`src/rtl/conv_enc_pkg.sv`:
```
// viterbi_pkg: types and defaults shared by the Viterbi test-path blocks.
// Contents:
//   K_DEF, NSTATE      - constraint length and matching decoder state count
//   G0_DEF, G1_DEF     - default generators (bit K-1 taps the input bit)
//   enc_state_t        - encoder frame state
//   sym_t              - 2-bit code symbol {parity(G0&w), parity(G1&w)}
package viterbi_pkg;

    localparam int unsigned K_DEF  = 4;
    localparam int unsigned NSTATE = 8;

    localparam logic [K_DEF-1:0] G0_DEF = 4'b1111;
    localparam logic [K_DEF-1:0] G1_DEF = 4'b1011;

    typedef enum logic [1:0] {
        IDLE,
        DATA,
        TAIL
    } enc_state_t;

    typedef logic [1:0] sym_t;

endpackage

```
`src/rtl/conv_enc_if.sv`:
```
// conv_enc_if: bit-in / symbol-out handshake bundle for conv_enc.
// Signals:
//   in_valid, in_bit, in_last - information bit stream (source -> encoder)
//   in_ready                  - encoder accepts the bit this cycle
//   out_ready                 - downstream accepts the symbol this cycle
//   sym_valid, sym, sym_last  - registered code symbol (encoder -> sink)
// Modports: master = bit source / symbol sink side, slave = encoder side.
interface conv_enc_if;
    import viterbi_pkg::*;

    logic in_valid;
    logic in_bit;
    logic in_last;
    logic in_ready;
    logic out_ready;
    logic sym_valid;
    sym_t sym;
    logic sym_last;

    modport master (
        output in_valid, in_bit, in_last, out_ready,
        input  in_ready, sym_valid, sym, sym_last
    );

    modport slave (
        input  in_valid, in_bit, in_last, out_ready,
        output in_ready, sym_valid, sym, sym_last
    );

endinterface

```
`src/rtl/conv_enc_parity.sv`:
```
// conv_parity: one generator output of the convolutional encoder.
// Ports:
//   w_i - encode window {current bit, shift register}
//   g_i - generator polynomial taps
//   p_o - parity of the tapped window bits
module conv_parity #(
    parameter int unsigned W = 4
) (
    input  logic [W-1:0] w_i,
    input  logic [W-1:0] g_i,
    output logic         p_o
);

    assign p_o = ^(w_i & g_i);

endmodule

```
`src/rtl/conv_enc.sv`:
```
// conv_enc: rate-1/2 convolutional encoder feeding the Viterbi decoder.
// One information bit in per handshake, one registered 2-bit symbol out.
// Ports:
//   clk    - rising-edge clock
//   rst    - asynchronous active-low reset
//   enable - low aborts the current frame on the next edge and holds idle
//   enc    - conv_enc_if.slave: bit input and symbol output handshakes
// Build option CONV_ENC_TAIL_EN: append K-1 zero tail bits after each frame
// so the trellis ends in state 0; sym_last marks the last tail symbol.
// Without it, sym_last marks the in_last data symbol and sr clears after it.
module conv_enc
    import viterbi_pkg::*;
#(
    parameter int unsigned  K  = K_DEF,
    parameter logic [K-1:0] G0 = G0_DEF,
    parameter logic [K-1:0] G1 = G1_DEF
) (
    input  logic      clk,
    input  logic      rst,
    input  logic      enable,
    conv_enc_if.slave enc
);

    enc_state_t   state_q, state_d;
    logic [K-2:0] sr_q, sr_d;
    logic         sym_valid_q, sym_valid_d;
    logic         sym_last_q, sym_last_d;
    sym_t         sym_q, sym_d;

    logic         upd;
    logic         in_ready;
    logic         accept;
    logic         load;
    logic         last_sym;
    logic         b;
    logic [K-1:0] w;
    logic         p0, p1;

`ifdef CONV_ENC_TAIL_EN
    localparam logic [1:0] TCNT_LAST = 2'(K - 2);
    logic [1:0] tcnt_q, tcnt_d;
    logic       tail_step;
`endif

    // The output register may take a new symbol when empty or being drained.
    assign upd    = !sym_valid_q || enc.out_ready;
    assign accept = enc.in_valid && in_ready;

`ifdef CONV_ENC_TAIL_EN
    assign in_ready  = rst && enable && (state_q != TAIL) && upd;
    assign tail_step = enable && (state_q == TAIL) && upd;
    assign load      = accept || tail_step;
    assign last_sym  = tail_step && (tcnt_q == TCNT_LAST);
`else
    assign in_ready  = rst && enable && upd;
    assign load      = accept;
    assign last_sym  = accept && enc.in_last;
`endif

    // Tail bits are zero: b is the data bit only when one is accepted.
    assign b = accept ? enc.in_bit : 1'b0;
    assign w = {b, sr_q};

    conv_parity #(.W(K)) u_par0 (.w_i(w), .g_i(G0), .p_o(p0));
    conv_parity #(.W(K)) u_par1 (.w_i(w), .g_i(G1), .p_o(p1));

    // State register
    always_ff @(posedge clk or negedge rst) begin
        if (!rst) begin
            state_q     <= IDLE;
            sr_q        <= '0;
            sym_valid_q <= 1'b0;
            sym_q       <= '0;
            sym_last_q  <= 1'b0;
`ifdef CONV_ENC_TAIL_EN
            tcnt_q      <= '0;
`endif
        end else begin
            state_q     <= state_d;
            sr_q        <= sr_d;
            sym_valid_q <= sym_valid_d;
            sym_q       <= sym_d;
            sym_last_q  <= sym_last_d;
`ifdef CONV_ENC_TAIL_EN
            tcnt_q      <= tcnt_d;
`endif
        end
    end

    // Next-state logic
    always_comb begin
        state_d = state_q;
        sr_d    = sr_q;
`ifdef CONV_ENC_TAIL_EN
        tcnt_d  = tcnt_q;
`endif
        if (!enable) begin
            state_d = IDLE;
            sr_d    = '0;
`ifdef CONV_ENC_TAIL_EN
            tcnt_d  = '0;
`endif
        end else begin
            case (state_q)
                IDLE, DATA: begin
                    if (accept) begin
                        sr_d    = {b, sr_q[K-2:1]};
                        state_d = DATA;
                        if (enc.in_last) begin
`ifdef CONV_ENC_TAIL_EN
                            state_d = TAIL;
                            tcnt_d  = '0;
`else
                            state_d = IDLE;
                            sr_d    = '0;
`endif
                        end
                    end
                end
`ifdef CONV_ENC_TAIL_EN
                TAIL: begin
                    if (tail_step) begin
                        // After K-1 zero shifts sr is 0 without an explicit clear.
                        sr_d   = {1'b0, sr_q[K-2:1]};
                        tcnt_d = tcnt_q + 2'd1;
                        if (tcnt_q == TCNT_LAST) begin
                            state_d = IDLE;
                            tcnt_d  = '0;
                        end
                    end
                end
`endif
                default: begin
                    state_d = IDLE;
                    sr_d    = '0;
                end
            endcase
        end
    end

    // Output logic: next value of the symbol register
    always_comb begin
        sym_d       = sym_q;
        sym_valid_d = sym_valid_q;
        sym_last_d  = sym_last_q;
        if (!enable) begin
            sym_valid_d = 1'b0;
        end else if (load) begin
            sym_d       = {p0, p1};
            sym_valid_d = 1'b1;
            sym_last_d  = last_sym;
        end else if (enc.out_ready) begin
            sym_valid_d = 1'b0;
        end
    end

    assign enc.in_ready  = in_ready;
    assign enc.sym_valid = sym_valid_q;
    assign enc.sym       = sym_q;
    assign enc.sym_last  = sym_last_q;

endmodule

```
`src/flat_wrapper.sv`:
```
// flat-port wrapper written by rule: the top's interface ports become plain ports
module conv_enc_flat import viterbi_pkg::*;
#(
    parameter int unsigned  K  = K_DEF,
    parameter logic [K-1:0] G0 = G0_DEF,
    parameter logic [K-1:0] G1 = G1_DEF
)
  (clk, rst, enable, enc_in_valid, enc_in_bit, enc_in_last, enc_out_ready, enc_in_ready, enc_sym_valid, enc_sym, enc_sym_last);
  conv_enc_if enc_i ();
  input  logic clk;
  input  logic rst;
  input  logic enable;
  input wire logic [$bits(enc_i.in_valid)-1:0] enc_in_valid;
  input wire logic [$bits(enc_i.in_bit)-1:0] enc_in_bit;
  input wire logic [$bits(enc_i.in_last)-1:0] enc_in_last;
  input wire logic [$bits(enc_i.out_ready)-1:0] enc_out_ready;
  output wire logic [$bits(enc_i.in_ready)-1:0] enc_in_ready;
  output wire logic [$bits(enc_i.sym_valid)-1:0] enc_sym_valid;
  output wire logic [$bits(enc_i.sym)-1:0] enc_sym;
  output wire logic [$bits(enc_i.sym_last)-1:0] enc_sym_last;
  assign enc_i.in_valid = enc_in_valid;
  assign enc_i.in_bit = enc_in_bit;
  assign enc_i.in_last = enc_in_last;
  assign enc_i.out_ready = enc_out_ready;
  assign enc_in_ready = enc_i.in_ready;
  assign enc_sym_valid = enc_i.sym_valid;
  assign enc_sym = enc_i.sym;
  assign enc_sym_last = enc_i.sym_last;
  conv_enc #(.K(K), .G0(G0), .G1(G1)) u_core (.clk(clk), .rst(rst), .enable(enable), .enc(enc_i));
endmodule
```
`config.mk`:
```
export PLATFORM = sky130hd
export DESIGN_NAME = conv_enc_flat
export DESIGN_NICKNAME = d
export VERILOG_FILES = /design/src/rtl/conv_enc_pkg.sv /design/src/rtl/conv_enc_if.sv /design/src/rtl/conv_enc_parity.sv /design/src/rtl/conv_enc.sv /design/src/flat_wrapper.sv
export SDC_FILE = /design/constraint.sdc
export NUM_CORES = 1
export LEC_CHECK = 0
export ABC_AREA = 0
export CAP_MARGIN = 15
export CORE_AREA = 2 2 39 41
export DETAILED_ROUTE_END_ITERATION = 16
export DIE_AREA = 0 0 41 43
export SYNTH_ARGS = -nofsm -noshare
export SYNTH_HDL_FRONTEND = slang
export SYNTH_SLANG_ARGS = --single-unit
```
`constraint.sdc`:
```
create_clock -name clk -period 3.2 [get_ports clk]
set_input_delay 0.64 -clock clk [delete_from_list [all_inputs] [get_ports clk]]
set_output_delay 0.64 -clock clk [all_outputs]
set_load 0.1 [all_outputs]
```
==> impl_metrics.csv <==
group,metric,value,unit
pwr,p_leak,0.238,nW
final_layout,syn2layout_area_growth,45.0,%
yosys,netlist_area,364,um^2
yosys,synthSimpleGateAreaFrac,0.227,
final_layout,finalInstanceArea,528,um^2
pwr,p_total,0.307,mW
routing,first_iter_violations,1,
yosys,ys_types,14,
final_layout,num-nets-final,53,
yosys,yosys_warnings,0,
timing,finalSetupViolCount,0,
final_layout,drive_gt1_frac,0.333,
yosys,avgSynthCellArea,12.6,um^2
global_routing,grt_start_max_net_pins,11,
timing,max_slew_margin,0.825,
placed_design,portBuffers,11,
worst_hold_path,holdPathStages,1,
die,core,1380,um^2
setup_path,ff2ff_setup_slack,1.86,ns
yosys,synth_top_area_frac,0.481,
clock_network,cts-resized-gates,0,
setup_path,cp.arrival,1.81,ns
clock_network,root_buffer,"clkbuf_4",
die,die_width,41,um
setup_path,reg2reg_from,"u_core.enc.sym_valid",
global_routing,grt_antenna_before_repair,0,
pwr,pwr_density_cell,581,nW/um^2
pwr,ir_worst_vdd,290,uV
final_layout,fin_util,0.382,
yosys,muxShareOfSynthArea,0.148,
yosys,synth-seq-cells,7,
setup_path,critPathRequiredTime,2.56,ns
worst_hold_path,min_to,"u_core.enc.sym_last",
setup_path,cp-end-kind,"output port",
yosys,synthAdderAreaFrac,0,
setup_path,worstRegToRegCells,3,
global_routing,grt.total_usage,0.110,
routing,routed_wl,738,um
timing,finalHoldViolCount,0,
final_layout,mostFrequentLayoutCell,"dfrtp_1",
final_layout,diodes,0,
clock_network,cts-buffers-inserted,3,
setup_path,crit_type,"input pin to output port",
setup_path,rr_endpoint,"u_core.enc.sym[1]",
clock_network,clock_latency,0.25,ns
die,num_io_pins,12,
timing,fmax,0.408,GHz
yosys,synth_fp_nets,36,
routing,drc_errors,0,
die,die_h,43,um
routing,wl_per_cell,12.1,um
clock_network,clockBufferDepth,2,
clock_network,post_cts_buffers,0,
clock_network,ctsHoldBuffers,0,
yosys,synthCells,29,
clock_network,cts_sinks,7,
routing,via_per_inst,4.34,
yosys,synth_compound_area_frac,0.0344,
final_layout,final_cell_mix,"dfrtp_1, clkdlybuf4s50_1, nand2_1, buf_4",
timing,period_minus_slack,2.45,ns
routing,drt_first_pass_iters,2,
timing,finalMaxSlewViolations,0,
timing,setup_tns,0,ns
setup_path,path_max_fanout,2,
die,start_util,0.263,
routing,vias,265,
timing,worst_pin_slew,0.260,ns
placed_design,place_hpwl,523,um
yosys,synth_xor_area_frac,0.110,
run_status,status,"complete, no violations",
clock_network,cts_tree,"done",
die,rows,14,
final_layout,fill_cells,140,
flow_run,cap_violations,0,
setup_path,startpoint,"enc_out_ready",
routing,ant_nets,0,
die,dieArea,1760,um^2
yosys,synthTopCellsByArea,"dfrtp_1, mux2_2, xnor3_1",
timing,rsz0062_at_grt,"no",
timing,period_share,0.766,
setup_path,start_kind,"input pin",
placed_design,place_congestion,0.691,
worst_hold_path,hp-class,"flip-flop to flip-flop",
worst_hold_path,worstHoldStart,"u_core.enc.sym_last",
timing,skew,0.00111,ns
yosys,ys_seq_area_frac,0.481,
clock_network,clk_pin_slew_worst_paths,0.05,ns
global_routing,grt_pass1_vias,285,
yosys,synth_top_family_by_area,"simple AND/OR/NAND/NOR gates",
placed_design,place_area,502,um^2
clock_network,cts_htree_levels,1,
global_routing,grt_pass1_wl,1240,um
global_routing,grt_overflow,0,
yosys,yosysTopAreaCell,"dfrtp_1",
## worst max path at each step
stage / to / slack, ns
5_1_grt: enc_in_ready / 0.71
4_1_cts: enc_in_ready / 0.75
3_5_place_dp: enc_in_ready / 0.75
3_3_place_gp: enc_in_ready / 0.77
6_report: enc_in_ready / 0.75
2_1_floorplan: enc_in_ready / 0.75
## cells in the mapped netlist (all sizes together)
library cell,number
nand2b,2
o21ai,1
mux2,3
nand4,1
xnor3,1
nand2,5
or2b,1
mux2i,2
or4b,1
nor2b,1
a21boi,1
dfrtp,7
xnor2,2
and3,1
## flip-flops by register name (all words and copies together) (netlist names)
| name | flops |
|---|---|
| u_core.enc.sym_valid | 1 |
| u_core.enc.sym_last | 1 |
| u_core.sr_q | 3 |
| u_core.enc.sym | 2 |
## cell families (layout without fill, tap and decap cells)
kind of cell,count (synthesis),count (layout)
simple gates,12,12
flops,7,7
mux,5,5
xor+xnor,3,3
compound gates,2,2
buf+inv,0,16
## critical path: stages
cell and delay, ns:
clkdlybuf4s50_1 0.46, or2b_2 0.32, and3_1 0.21, buf_12 0.17
## layer usage
layer / up-vias / track usage / share of wire
met5: - / 0 / 0
met4: 0 / 0.100 / 0.023
met3: 2 / 0.0262 / 0.079
met2: 8 / 0.141 / 0.44
met1: 123 / 0.144 / 0.46
li1: 132 / - / -
## area by class of cell
type                       count  area (um^2)  area share
clock buffer                   4         26.3      0.0498
multi-input combinational     22          189       0.358
timing repair buffer          12          118       0.223
tap                           16         20.0      0.0379
sequential                     7          175       0.332
## power by group
| group | total [mW] | switching (mW) | internal [mW] |
|---|---|---|---|
| Sequential | 0.103 | 0.00494 | 0.0980 |
| Combinational | 0.122 | 0.0882 | 0.0334 |
| Clock | 0.0820 | 0.0343 | 0.0477 |
## through the flow
| step | setup slack (ns) | hold slack, ns | cells |
|---|---|---|---|
| floorplan | 0.748 | 0.344 | 29 |
| global placement | 0.766 | 0.492 | 57 |
| detailed placement | 0.753 | 0.494 | 57 |
| CTS | 0.747 | 0.507 | 61 |
| global route | 0.709 | 0.538 | 61 |
| finish | 0.750 | 0.503 | 61 |
(Power assumes the default switching activity.)
